File: config.mk
export PLATFORM = sky130hd
export DESIGN_NAME = addsub_pipe
export DESIGN_NICKNAME = d
export VERILOG_FILES = /design/src/rtl/addsub_pipe.sv
export SDC_FILE = /design/constraint.sdc
export NUM_CORES = 1
export LEC_CHECK = 0
export CAP_MARGIN = 25
export CORE_UTILIZATION = 53
export CTS_BUF_LIST = sky130_fd_sc_hd__clkbuf_8
export CTS_CLUSTER_SIZE = 28
export DETAILED_ROUTE_END_ITERATION = 12
export PLACE_DENSITY = 0.83
export SYNTH_ARGS = -nofsm -noshare
export SYNTH_HDL_FRONTEND = slang
export SYNTH_SLANG_ARGS = --single-unit
File: constraint.sdc
create_clock -name i_clk -period 3.7 [get_ports i_clk]
set_input_delay 1.11 -clock i_clk [delete_from_list [all_inputs] [get_ports i_clk]]
set_output_delay 1.11 -clock i_clk [all_outputs]
set_load 0.01 [all_outputs]
File: src/rtl/addsub_pipe.sv
// Pipelined add/subtract unit: carry chain split into NSEG segments, one register stage each,
// with ALU flags and a valid/ready handshake. One op per cycle, latency NSEG.
module addsub_pipe #(
    parameter int WIDTH = 32,
    parameter int NSEG  = 2,
    parameter int TAG_W = 4
) (
    input  logic             i_clk,
    input  logic             i_rst_n,
    input  logic             i_flush,
    input  logic             i_valid,
    output logic             o_ready,
    input  logic             i_sub,
    input  logic [WIDTH-1:0] i_rs1,
    input  logic [WIDTH-1:0] i_rs2,
    input  logic [TAG_W-1:0] i_tag,
    output logic             o_valid,
    input  logic             i_ready,
    output logic [WIDTH-1:0] o_rd,
    output logic [TAG_W-1:0] o_tag,
    output logic             o_zero,
    output logic             o_neg,
    output logic             o_carry,
    output logic             o_ovf
);
    localparam int SW = WIDTH / NSEG;

    logic             adv;
    logic             accept;
    logic [WIDTH-1:0] b_in;
    logic [NSEG-1:0]  v_q;
    logic [TAG_W-1:0] tag_q [NSEG];

    // The whole pipe advances as one; a stalled output freezes every stage.
    assign adv     = ~o_valid | i_ready;
    assign o_ready = adv & ~i_flush;
    assign accept  = i_valid & o_ready;
    assign b_in    = i_rs2 ^ {WIDTH{i_sub}};
    assign o_valid = v_q[NSEG-1];
    assign o_tag   = tag_q[NSEG-1];

    always_ff @(posedge i_clk or negedge i_rst_n) begin
        if (!i_rst_n) begin
            v_q <= '0;
        end else if (i_flush) begin
            v_q <= '0;
        end else if (adv) begin
            v_q <= (v_q << 1) | NSEG'(accept);
        end
    end

    always_ff @(posedge i_clk or negedge i_rst_n) begin
        if (!i_rst_n) begin
            for (int k = 0; k < NSEG; k++) tag_q[k] <= '0;
        end else if (adv) begin
            tag_q[0] <= i_tag;
            for (int k = 1; k < NSEG; k++) tag_q[k] <= tag_q[k-1];
        end
    end

    for (genvar k = 0; k < NSEG; k++) begin : g_stg
        localparam int LO = k * SW;
        localparam int HI = (k + 1) * SW;

        logic [SW-1:0] seg_a;
        logic [SW-1:0] seg_b;
        logic          cin;
        logic [SW:0]   sum;
        logic [HI-1:0] res_d;
        logic [HI-1:0] res_q;
        logic          cout_q;

        if (k == 0) begin : g_in
            assign seg_a = i_rs1[SW-1:0];
            assign seg_b = b_in[SW-1:0];
            assign cin   = i_sub;
            assign res_d = sum[SW-1:0];
        end else begin : g_in
            assign seg_a = g_stg[k-1].g_up.a_q[HI-1:LO];
            assign seg_b = g_stg[k-1].g_up.b_q[HI-1:LO];
            assign cin   = g_stg[k-1].cout_q;
            assign res_d = {sum[SW-1:0], g_stg[k-1].res_q};
        end

        assign sum = {1'b0, seg_a} + {1'b0, seg_b} + {{SW{1'b0}}, cin};

        always_ff @(posedge i_clk or negedge i_rst_n) begin
            if (!i_rst_n) begin
                res_q  <= '0;
                cout_q <= 1'b0;
            end else if (adv) begin
                res_q  <= res_d;
                cout_q <= sum[SW];
            end
        end

        // Operand segments not yet added ride along with the op.
        if (k < NSEG - 1) begin : g_up
            logic [WIDTH-1:HI] a_d;
            logic [WIDTH-1:HI] b_d;
            logic [WIDTH-1:HI] a_q;
            logic [WIDTH-1:HI] b_q;

            if (k == 0) begin : g_src
                assign a_d = i_rs1[WIDTH-1:HI];
                assign b_d = b_in[WIDTH-1:HI];
            end else begin : g_src
                assign a_d = g_stg[k-1].g_up.a_q[WIDTH-1:HI];
                assign b_d = g_stg[k-1].g_up.b_q[WIDTH-1:HI];
            end

            always_ff @(posedge i_clk or negedge i_rst_n) begin
                if (!i_rst_n) begin
                    a_q <= '0;
                    b_q <= '0;
                end else if (adv) begin
                    a_q <= a_d;
                    b_q <= b_d;
                end
            end
        end

        if (k == NSEG - 1) begin : g_flag
            logic zero_q;
            logic neg_q;
            logic ovf_q;

            // Carry into the MSB is recovered as a ^ b ^ sum at that bit.
            always_ff @(posedge i_clk or negedge i_rst_n) begin
                if (!i_rst_n) begin
                    zero_q <= 1'b0;
                    neg_q  <= 1'b0;
                    ovf_q  <= 1'b0;
                end else if (adv) begin
                    zero_q <= (res_d == '0);
                    neg_q  <= res_d[WIDTH-1];
                    ovf_q  <= seg_a[SW-1] ^ seg_b[SW-1] ^ sum[SW-1] ^ sum[SW];
                end
            end

            assign o_rd    = res_q;
            assign o_carry = cout_q;
            assign o_zero  = zero_q;
            assign o_neg   = neg_q;
            assign o_ovf   = ovf_q;
        end
    end

endmodule
==> flow_summary.yaml <==
run_status:
  status: "finished clean"
synth:
  synthArstFlopShare_pct: 100.0
  netlist.area_leader.share_pct: 43.39
  synth_edf_count: 0
  synth_area_per_cell_sq_um: 8.744
  yosysWarnings: 0
  synth_area_leader_cell: "dfrtp_1"
  synth_area_leaders: "dfrtp_1 43%, nand2_1 13%, ha_1 6.9%"
  synth_area_sq_mm: 0.005421
  ys_ff_latch: 94
  syn-instance-count: 620
  seq_area_frac_synth_pct: 43.39
  synth_nets: 727
  yosysUniqueCellTypes: 57
  ys.flop_type: "dfrtp_1"
critical_path:
  crit_required_ns: 3.93
  endpoint_kind: "flop"
  cp_max_fo: 2
  path_class: "primary input to flop"
  crit_path_start_kind: "primary input"
  crit_arrival_ns: 3.78
die:
  num_rows: 36
  die-area_sq_mm: 0.01064
  dieWidth_microns: 103.1
  ios: 116
  initial_core_util_pct: 54.96
  core_sq_mm: 0.009864
  die_h_microns: 103.1
layout:
  antenna_cells: 0
  nNetsFinal: 835
  final_area_sq_mm: 0.006970
  synthToLayoutAreaGrowth_pct: 28.57
  multi_input_area_sq_mm: 0.002880
  drive_above_1_share_pct: 6.421
  seq_area_sq_mm: 0.002352
  fill_cells: 732
  stdcell_count: 865
timing:
  max_freq_ghz: 0.2822
  relSlewSlack_pct: 58.45
  worst_slew_pin_slew_ns: 0.6233
  fin_crit_ns: 3.544
  hold_viol: 0
  rsz0062_at_grt: "false"
  setup_viol: 0
  period_share_pct: 95.78
  skew_ns: 0.01128
  finalMaxSlewViolations: 0
route:
  vias: 4736
  wl_per_cell_microns: 14.78
  drtIter0Drc: 258
  drt-vias-per-instance: 5.475
  remaining_drc_errors: 0
  drt-pass1-iter-count: 5
  routed_wl_mm: 12.79
  ant_nets: 0
place:
  hpwl_mm: 9.254
  io_buffers: 115
  placedCellCount: 849
  place.gp.congestion: 0.9561
  dpl_cell_area_sq_mm: 0.006725
clock_network:
  cts.clk_slew.worst_paths_ns: 0.09
  root_buffer: "clkbuf_8"
  clock_path_buffers: 2
  cts_hold_buf: 0
  post-cts-setup-buffers: 0
  cts_htree_levels: 3
  numCtsBuffers: 9
  cts_tree: "built"
  clkLatencyLatePin_ns: 0.36
  clkSinkCount: 94
  postCtsResizedCells: 0
global_routing:
  grtUsageTotal_pct: 25.22
  grt_max_degree: 117
  grt-ovfl-total: 0
  grt_pass1_wl_mm: 20.84
  grt_pass1_vias: 4466
  antenna_found_initial: 0
power_and_ir_drop:
  power.density_mw_per_mm2: 492.3
  p_leak_nw: 3.089
  irDropWorstVdd_mv: 0.2398
hold_path:
  hp-class: "flop to flop"
flow_run:
  maxCapViolCount: 0
worst max-delay path, cell delays in order:
cell             delay (ns)
clkdlybuf4s50_1        0.49
mux2_2                 0.37
fa_1                   0.39
a21o_1                 0.17
a21oi_1                0.18
o21bai_1               0.12
a211oi_1               0.33
o31ai_1                0.18
a211oi_1               0.33
o41ai_1                0.12
cell type report:
| cell class | instances | area share, % |
|---|---|---|
| multi-input combinational | 478 | 41.32 |
| sequential | 94 | 33.75 |
| timing repair buffer | 129 | 18.56 |
| tap | 133 | 2.387 |
| clock buffer | 9 | 1.777 |
| clock inverter | 6 | 1.346 |
| inverter | 16 | 0.8616 |
per-stage QoR:
stage | setup TNS (ns) | hold slack (ns) | worst slack, ns | util, % | total power, W
after detailed placement | -0.3853 | 0.4563 | -0.2163 | 68.18 | 0.002681
after global placement | -0.09252 | 0.4481 | -0.09252 | 68.18 | 0.002630
after floorplan | 0 | 0.4386 | 0.1370 | - | 0.002097
final | 0 | 0.4711 | 0.1561 | 70.66 | 0.003432
after CTS | 0 | 0.4783 | 0.1705 | 70.38 | 0.003444
after global routing | 0 | 0.4985 | 0.07048 | 70.66 | 0.003642
synthesized netlist by cell type, types with 3 or more instances:
cell,count
nand2_1,182
a311o_1,3
mux2_2,3
xnor2_1,29
a211oi_1,6
o21a_1,4
nand2b_1,3
buf_4,5
o21ai_1,8
dfrtp_1,94
o21ai_0,37
ha_1,30
nor3_1,5
clkbuf_1,17
a21oi_1,33
xor2_1,23
nand4_1,3
nor3b_1,5
or3_1,5
nor4_1,6
nand3_1,9
buf_1,10
inv_1,16
a21o_1,5
fa_1,3
nor2_1,29
a2111o_1,3
o31ai_1,4
final timing paths:
check                                 from                 end  slack [ns]  cells after the start
max in group asynchronous          i_rst_n            tag_q[4]        2.27                      2
setup reg to reg           g_stg[0].cout_q              o_zero        0.37                      9
setup / recovery                  i_rs2[0]  g_stg[0].res_q[14]        0.16                     10
min in group asynchronous          i_rst_n            o_tag[3]        0.76                      1
hold / removal                     o_rd[4]             o_rd[4]        0.47                      2
hold reg to reg                    o_rd[4]             o_rd[4]        0.47                      2
layer usage:
layer  GRT usage [%]  share of wire (%)
met5               0                  0
met4           7.692                1.5
met3           4.339                5.4
met2           41.95                 49
met1           33.80                 44
cells in the final DEF (no fill, tap or decap), drive strengths merged, types with 6 or more instances in the layout:
master | netlist | routed
a21oi | 35 | 35
ha | 30 | 30
nand3 | 9 | 9
o21ai | 45 | 45
nand2 | 182 | 182
xor2 | 23 | 23
nor4 | 7 | 7
dfrtp | 94 | 94
inv | 16 | 19
clkbuf | 17 | 9
nor2 | 29 | 29
xnor2 | 29 | 29
clkdlybuf4s50 | 0 | 113
a211oi | 8 | 8
buf | 15 | 16
or3 | 6 | 6
cell families after synthesis:
family                     count (synthesis)  synth area share (%)
xor gates and xnor gates                  52                 8.401
AOI/OAI and AO/OA                        127                 15.07
buffers and inverters                     48                 3.670
adders and majority gates                 33                 8.031
and+or+nand+nor                          263                 20.82
DFF                                       94                 43.39
muxes                                      3                0.6231
state kept, by name (all words and copies together), names as in the netlist:
register,count
o_rd,32
g_stg.g_up.a_q,16
g_stg.g_up.b_q,16
g_stg.res_q,16
o_tag,4
tag_q,4
v_q,2
g_stg.cout_q,1
o_carry,1
o_ovf,1
o_zero,1
report_power, final:
| group | internal [W] | switching (W) |
|---|---|---|
| Clock | 0.000385 | 0.000370 |
| Combinational | 0.000647 | 0.000628 |
| Sequential | 0.00125 | 0.000150 |
| Total | 0.00228 | 0.00115 |
No activity file was read; power rests on OpenSTA's default activity.
